**config.mk**
```make
export PLATFORM = sky130hd
export DESIGN_NAME = axis_stream_fifo
export DESIGN_NICKNAME = d
export VERILOG_FILES = /design/src/rtl/axis_stream_fifo.sv
export SDC_FILE = /design/constraint.sdc
export NUM_CORES = 1
export LEC_CHECK = 0
export ABC_CLOCK_PERIOD_IN_PS = 3220
export CAP_MARGIN = 20
export CORE_ASPECT_RATIO = 1.2
export CORE_MARGIN = 4
export CORE_UTILIZATION = 52
export CTS_CLUSTER_SIZE = 16
export DETAILED_ROUTE_END_ITERATION = 16
export GPL_ROUTABILITY_DRIVEN = 0
export PLACE_DENSITY = 0.76
export SETUP_SLACK_MARGIN = 0.15
export SLEW_MARGIN = 20
export SYNTH_ARGS = -nofsm -noshare
export SYNTH_HDL_FRONTEND = slang
export SYNTH_SLANG_ARGS = --single-unit
```
**constraint.sdc**
```tcl
create_clock -name clk -period 3.22 [get_ports clk]
set_input_delay 0.966 -clock clk [delete_from_list [all_inputs] [get_ports clk]]
set_output_delay 0.966 -clock clk [all_outputs]
set_load 0.05 [all_outputs]
```
**src/rtl/axis_stream_fifo.sv**
```systemverilog
// axis_stream_fifo: parametrised AXI-Stream FIFO with TLAST sideband,
// optional store-and-forward, fill-level flags and synchronous flush.
module axis_stream_fifo #(
  parameter int DATA_W      = 8,
  parameter int DEPTH       = 8,
  parameter bit PACKET_MODE = 1'b0,
  parameter int AF_THRESH   = DEPTH - 1,
  parameter int AE_THRESH   = 1
) (
  input  logic                       clk,
  input  logic                       rst_n,
  input  logic                       flush,
  input  logic                       s_tvalid,
  input  logic [DATA_W-1:0]          s_tdata,
  input  logic                       s_tlast,
  output logic                       s_tready,
  output logic                       m_tvalid,
  output logic [DATA_W-1:0]          m_tdata,
  output logic                       m_tlast,
  input  logic                       m_tready,
  output logic [$clog2(DEPTH+1)-1:0] level,
  output logic                       almost_full,
  output logic                       almost_empty,
  output logic [$clog2(DEPTH+1)-1:0] pkt_count
);

  localparam int LW = $clog2(DEPTH + 1);
  localparam int PW = $clog2(DEPTH);
  localparam logic [LW-1:0] L_DEPTH = LW'(DEPTH);
  localparam logic [PW-1:0] P_LAST  = PW'(DEPTH - 1);

  logic [DATA_W:0] r_mem [DEPTH];
  logic [PW-1:0]   r_wptr;
  logic [PW-1:0]   r_rptr;
  logic [LW-1:0]   r_level;
  logic [LW-1:0]   r_pkt;

  logic            w_full;
  logic            w_empty;
  logic            w_s_tready;
  logic            w_m_tvalid;
  logic            w_wr;
  logic            w_rd;
  logic [DATA_W:0] w_head;
  logic            w_pkt_inc;
  logic            w_pkt_dec;
  logic [PW-1:0]   w_wptr_nxt;
  logic [PW-1:0]   w_rptr_nxt;
  logic [LW-1:0]   w_level_nxt;
  logic [LW-1:0]   w_pkt_nxt;

  assign w_full  = (r_level == L_DEPTH);
  assign w_empty = (r_level == '0);
  assign w_head  = r_mem[r_rptr];

  // Handshake qualifiers; flush blocks both sides, packet mode
  // holds output until a whole packet is stored or FIFO is full.
  always_comb begin
    w_s_tready = !flush && !w_full;
    w_m_tvalid = !flush && !w_empty;
    if (PACKET_MODE) begin
      w_m_tvalid = w_m_tvalid && ((r_pkt != '0) || w_full);
    end
  end

  assign w_wr      = s_tvalid && w_s_tready;
  assign w_rd      = w_m_tvalid && m_tready;
  assign w_pkt_inc = w_wr && s_tlast;
  assign w_pkt_dec = w_rd && w_head[DATA_W];

  // Explicit pointer wrap so any DEPTH works.
  always_comb begin
    w_wptr_nxt = r_wptr;
    w_rptr_nxt = r_rptr;
    if (w_wr) begin
      w_wptr_nxt = (r_wptr == P_LAST) ? '0 : r_wptr + 1'b1;
    end
    if (w_rd) begin
      w_rptr_nxt = (r_rptr == P_LAST) ? '0 : r_rptr + 1'b1;
    end
  end

  // Level and packet counters; simultaneous +1/-1 cancel.
  always_comb begin
    w_level_nxt = r_level;
    w_pkt_nxt   = r_pkt;
    unique case ({w_wr, w_rd})
      2'b10:   w_level_nxt = r_level + 1'b1;
      2'b01:   w_level_nxt = r_level - 1'b1;
      default: w_level_nxt = r_level;
    endcase
    unique case ({w_pkt_inc, w_pkt_dec})
      2'b10:   w_pkt_nxt = r_pkt + 1'b1;
      2'b01:   w_pkt_nxt = r_pkt - 1'b1;
      default: w_pkt_nxt = r_pkt;
    endcase
  end

  // Storage array; contents are deliberately not reset.
  always_ff @(posedge clk) begin
    if (w_wr) begin
      r_mem[r_wptr] <= {s_tlast, s_tdata};
    end
  end

  // Pointer and counter state with async reset and sync flush.
  always_ff @(posedge clk or negedge rst_n) begin
    if (!rst_n) begin
      r_wptr  <= '0;
      r_rptr  <= '0;
      r_level <= '0;
      r_pkt   <= '0;
    end else if (flush) begin
      r_wptr  <= '0;
      r_rptr  <= '0;
      r_level <= '0;
      r_pkt   <= '0;
    end else begin
      r_wptr  <= w_wptr_nxt;
      r_rptr  <= w_rptr_nxt;
      r_level <= w_level_nxt;
      r_pkt   <= w_pkt_nxt;
    end
  end

  assign s_tready     = w_s_tready;
  assign m_tvalid     = w_m_tvalid;
  assign m_tdata      = w_head[DATA_W-1:0];
  assign m_tlast      = w_head[DATA_W];
  assign level        = r_level;
  assign pkt_count    = r_pkt;
  assign almost_full  = (int'(r_level) >= AF_THRESH);
  assign almost_empty = (int'(r_level) <= AE_THRESH);

endmodule

```
==> out/metrics.yaml, run 1 <==
syn-mean-instance-area_um2: 15.6
r2r_slack_ns: 0.37
p_per_area_nw_per_um2: 673
path_clk_slew_ns: 0.08
final.setup_skew_ns: 0.0101
power.leakage_uw: 0.00171
ys_types: 52
vdd_ir_drop_max_uv: 565
synth_area_leader_cell: "edfxtp_1"
core_um2: 7360
pre_cts_slack_ns: -0.277
synth_area_um2: 3990
htree_levels: 3
critPathKind: "input pin to register"
async_flop_share: 0.163
clkLatencyLatePin_ns: 0.35
cts-root-buf: "clkbuf_8"
tightest_slew_ns: 0.688
hpwl_um: 5010
dr.pass1.iters: 4
rr_endpoint: "pkt_count[3]"
grtUsageTotal: 0.177
path_max_fanout: 5
cp-start-kind: "input pin"
clockBufferDepth: 2
die_area_um2: 9140
tns_ns: 0
ios: 35
final_util: 0.646
reg2reg_depth: 11
period_needed_ns: 3.06
drive_gt1_frac: 0.278
synth.net_count: 279
placementRows: 34
drc: 0
wire_per_inst_um: 18.1
path_cells: "clkdlybuf4s50_1, and3b_1, and2_1, nor4_4, ha_1, nand3_1, nand2_2, nor2_1, o21a_1, or4_1"
areaGrowthSynthToFinish_pct: 19.1
ys_seq_area_frac: 0.630
yosysWarnings: 0
grt_pass1_vias: 2415
crit_required_ns: 3.44
antenna_cells: 0
antenna_found_initial: 0
dpl_cell_area_um2: 4570
drt-initial-drc-count: 134
rsz0062_at_grt: "yes"
whs_ns: 0.607
cts_tree: "done"
synth_commonest_cells: "edfxtp_1 (72), nor2_1 (18), nand2_1 (15)"
slew_violations: 0
synth_top_flop_cell: "edfxtp_1"
worst_r2r_startpoint: "level[0]"
regArea_um2: 2520
max_freq_mhz: 327
nFillCells: 543
synth_top_area_share: 0.542
dieWidth_um: 87.9
status: "finished clean"
cts_buffers: 9
worstHoldPathType: "register to register"
die_h_um: 104
vias: 2302
grt_max_degree: 24
synth_seq_cells: 86
synth-edff-count: 72
worstPathArrival_ns: 3.28
drtAntennaViolNets: 0
cpPeakStageDelay_ns: 0.52
fin_crit_sh: 0.949
final_nets: 335
synthTopCellsByArea: "edfxtp_1 (54%), dfrtp_1 (8.8%), mux4_2 (5.6%)"
cts_sinks: 86
post_cts_buffers: 0
start_util: 0.542
wl_um: 7340
max_cap_violations: 0
final_area_um2: 4750
slowest_stage: "or4_1"
slew_headroom: 0.540
yosysMostFrequentCell: "edfxtp_1"
grt_pass1_wl_um: 12000
io_buffers: 34
cp-end-kind: "register"
grt_remaining_overflow: 0
setup_viol: 0
syn_inst: 255
multi_input_comb_area_um2: 1400
holdPathStages: 2
finalWorstSetupSlack_ns: 0.163
min_from: "pkt_count[2]"
hold_viol: 0
worstHoldEndpoint: "pkt_count[2]"
vias_per_cell: 5.67
==> worst max path at each step <==
stage,endpoint,slack [ns],startpoint
floorplan,pkt_count[3],0.09,flush
global placement,pkt_count[3],-0.20,flush
detailed placement,pkt_count[3],-0.28,flush
CTS,m_tdata[4],0.17,r_rptr[1]
global route,pkt_count[3],0.08,s_tvalid
finish,pkt_count[3],0.16,s_tvalid
==> state kept, by name, summed over array words and instances (netlist names) <==
signal     cells
r_mem         72
level          4
pkt_count      4
r_rptr         3
r_wptr         3
==> kinds of logic after synthesis <==
logic type	after synthesis	share of synthesized area
AOI/OAI and AO/OA	30	0.0562
xor gates and xnor gates	3	0.00659
buffers and inverters	17	0.0251
adders and majority gates	10	0.0333
muxes	31	0.138
and+or+nand+nor	78	0.111
DFF	86	0.630
==> cells in the final DEF, fill, tap and decap left out, drive strengths merged, types with 5 or more instances in the layout <==
master	n
mux4	16
clkbuf	10
nand2b	7
a21oi	6
nor3	8
nand2	15
buf	37
nor2	19
dfrtp	14
ha	9
o21ai	7
nand3b	9
mux2i	5
clkdlybuf4s50	21
mux2	10
edfxtp	72
==> through the flow <==
stage	instances	power [uW]
final	406	3200
after floorplan	255	2250
after detailed placement	390	2580
after CTS	406	3230
after global routing	406	3360
after global placement	390	2570
==> where the power goes <==
part | switching (uW) | internal, uW | total [uW]
Combinational | 689 | 504 | 1190
Sequential | 80.7 | 1270 | 1350
Clock | 370 | 284 | 654
Total | 1140 | 2060 | 3200
==> per-layer routing <==
| metal | vias up | global-route usage | wire length, um |
|---|---|---|---|
| met3 | 10 | 0.0460 | 275 |
| met1 | 1144 | 0.219 | 3050 |
| met5 | - | 0 | 0 |
| met4 | 0 | 0.0680 | 99 |
| met2 | 40 | 0.293 | 3920 |
| li1 | 1108 | - | - |
==> repair_timing <==
| action | in CTS | in global routing |
|---|---|---|
| setup endpoints to repair | 2 | 6 |
| gates resized for setup | 2 | 2 |
| pin swaps | 2 | 1 |
| hold buffers | 0 | 0 |
==> worst max-delay path, delay by kind of cell <==
kind                     cells  cell delay (ns)
buffers and inverters        1             0.43
adder cells (fa/ha/maj)      1             0.23
AO/OA/AOI/OAI                1             0.16
AND/OR/NAND/NOR              7             1.48
==> area by class of cell <==
class	count	share of cell area
clock inverters	6	0.00974
inverters	2	0.00158
repair buffers	60	0.114
flip-flops and latches	86	0.530
clock buffers	10	0.0269
well taps	90	0.0237
multi-input cells	152	0.294
No activity file was read; power rests on OpenSTA's default activity.
==> run 2, diff against run 1 <==
--- a/config.mk
+++ b/config.mk
@@ -9,13 +9,13 @@
 export CAP_MARGIN = 20
 export CORE_ASPECT_RATIO = 1.2
 export CORE_MARGIN = 4
-export CORE_UTILIZATION = 52
+export CORE_UTILIZATION = 45
+export CTS_BUF_LIST = sky130_fd_sc_hd__clkbuf_8
 export CTS_CLUSTER_SIZE = 16
 export DETAILED_ROUTE_END_ITERATION = 16
 export GPL_ROUTABILITY_DRIVEN = 0
-export PLACE_DENSITY = 0.76
+export PLACE_DENSITY = 0.67
 export SETUP_SLACK_MARGIN = 0.15
-export SLEW_MARGIN = 20
 export SYNTH_ARGS = -nofsm -noshare
 export SYNTH_HDL_FRONTEND = slang
 export SYNTH_SLANG_ARGS = --single-unit
==> run 2 against run 1 <==
Net effect:
- clock skew grew 0.0077 ns
- count of clock-buffer cells in the layout shrank 1
- clock power is 4.9% higher
- first-iteration DRC count shrank 26%
- sequential share of layout area shrank 1.2 points
- maximum frequency increased by 3.0%
- global-route usage down 1.9 points
- die area increased by 14%
- critical endpoint unchanged
- final cell count grew 8.1%
- sequential power about the same
- largest cell class unchanged
- critical path type unchanged
- final area is 2.3% higher
==> out/metrics.yaml, run 2 (synthesis gave the netlist of run 1 again) <==
status: "finished clean"  # unchanged
cts_tree: "done"  # unchanged
power.leakage_uw: 0.00176  # was 0.00171 uW
grt_remaining_overflow: 0  # unchanged
drc: 0  # unchanged
drt-initial-drc-count: 99  # was 134
p_per_area_nw_per_um2: 671  # was 673 nW/um2
htree_levels: 3  # unchanged
critPathKind: "input pin to register"  # unchanged
core_um2: 8610  # was 7360 um2
grtUsageTotal: 0.158  # was 0.177
hold_viol: 0  # unchanged
cp-end-kind: "register"  # unchanged
final_nets: 341  # was 335
final.setup_skew_ns: 0.0179  # was 0.0101 ns
vias: 2339  # was 2302
final_area_um2: 4860  # was 4750 um2
tightest_slew_ns: 0.716  # was 0.688 ns
max_cap_violations: 0  # unchanged
grtUsageMet1: 0.210  # was 0.219
slew_headroom: 0.521  # was 0.540
worstPathArrival_ns: 3.19  # was 3.28 ns
hold_buffers: 0  # unchanged
die_area_um2: 10400  # was 9140 um2
die_h_um: 111  # was 104 um
clockBufferDepth: 2  # unchanged
hpwl_um: 5280  # was 5010 um
path_clk_slew_ns: 0.09  # was 0.08 ns
cp-start-kind: "input pin"  # unchanged
start_util: 0.463  # was 0.542
largest_register: "r_mem"  # unchanged
grt_pass1_vias: 2406  # was 2415
grt_pass1_wl_um: 12500  # was 12000 um
max_freq_mhz: 337  # was 327 MHz
met3_usage: 0.0401  # was 0.0460
vdd_ir_drop_max_uv: 487  # was 565 uV
grt_max_degree: 18  # was 24
final_util: 0.565  # was 0.646
dieWidth_um: 93.9  # was 87.9 um
post_cts_buffers: 0  # unchanged
setup_viol: 0  # unchanged
vias_per_cell: 5.33  # was 5.67
final_common_cell: "edfxtp_1"  # unchanged
dr.pass1.iters: 4  # unchanged
antenna_found_initial: 0  # unchanged
rsz0062_at_grt: "no"  # was yes
slew_violations: 0  # unchanged
whs_ns: 0.597  # was 0.607 ns
ios: 35  # unchanged
antenna_cells: 0  # unchanged
cts_sinks: 86  # unchanged
dp.cells: 423  # was 390
areaGrowthSynthToFinish_pct: 21.9  # was 19.1%
worstHoldPathType: "register to register"  # unchanged
wl_um: 7590  # was 7340 um
crit_required_ns: 3.45  # was 3.44 ns
cts-root-buf: "clkbuf_8"  # unchanged
cts_buffers: 9  # unchanged
dpl_cell_area_um2: 4670  # was 4570 um2
period_needed_ns: 2.97  # was 3.06 ns
largest_reg_flops: 72  # unchanged
clkLatencyLatePin_ns: 0.35  # about the same
drtAntennaViolNets: 0  # unchanged
drive_gt1_frac: 0.292  # was 0.278
top_usage_layer: "met2"  # unchanged
met2_usage: 0.255  # was 0.293
layout_common_cells: "edfxtp_1 (72), buf_4 (38), clkdlybuf4s50_1 (20)"  # was edfxtp_1 (72), buf_4 (34), clkdlybuf4s50_1 (21)
io_buffers: 34  # unchanged
path_max_fanout: 5  # unchanged
final_cells: 439  # was 406
fin_crit_sh: 0.922  # was 0.949
wire_per_inst_um: 17.3  # was 18.1 um
placementRows: 37  # was 34
[run 2: metrics by stage]
stage / total power, uW / worst slack (ns) / TNS, ns
6_report: 3260 / 0.252 / 0
5_1_grt: 3420 / 0.139 / 0
4_1_cts: 3270 / 0.153 / 0
3_5_place_dp: 2600 / -0.276 / -0.276
3_3_place_gp: 2590 / -0.195 / -0.195
2_1_floorplan: 2250 / 0.0878 / 0
[run 2: layout make-up]
type / count / area, um2
Fill cell: 712 / 3750
Timing Repair Buffer: 66 / 616
Clock inverter: 7 / 56.3
Clock buffer: 9 / 124
Sequential cell: 86 / 2510
Multi-Input combinational cell: 152 / 1400
Inverter: 2 / 7.51
Tap cell: 117 / 146
[run 2: report_power, final]
group / total, uW / leakage [uW] / internal (uW) / switching, uW
registers: 1340 / 0.000838 / 1270 / 74.7
clock network: 686 / 0.0000854 / 288 / 398
logic: 1230 / 0.000837 / 528 / 704
[run 2: critical path: stages]
cell and delay, ns:
clkdlybuf4s50_1 0.46, and3b_1 0.21, and2_1 0.19, nor4_4 0.20
ha_1 0.24, nand3_1 0.09, nand2_2 0.11, nor2_1 0.06
o21a_1 0.15, or4_1 0.50
[run 2: path summary, 6_finish.rpt]
path | endpoint | slack (ns) | from | cells past startpoint
setup / recovery | pkt_count[3] | 0.25 | s_tlast | 10
min in group asynchronous | pkt_count[1] | 1.04 | rst_n | 1
hold / removal | pkt_count[2] | 0.60 | pkt_count[2] | 2
hold reg to reg | pkt_count[2] | 0.60 | pkt_count[2] | 2
setup reg to reg | pkt_count[3] | 0.39 | level[0] | 11
max in group asynchronous | level[0] | 1.67 | rst_n | 1
[run 2: what timing repair did]
action,in CTS,in global routing
pin swaps,2,2
hold endpoints to repair,0,0
resized for setup,4,3
endpoints found under the setup margin,3,6
[run 2: metal layers]
| layer | vias up | share of wire |
|---|---|---|
| met5 | - | 0 |
| met4 | 0 | 0.0080 |
| met3 | 5 | 0.040 |
| met2 | 55 | 0.51 |
| met1 | 1169 | 0.45 |
| li1 | 1110 | - |
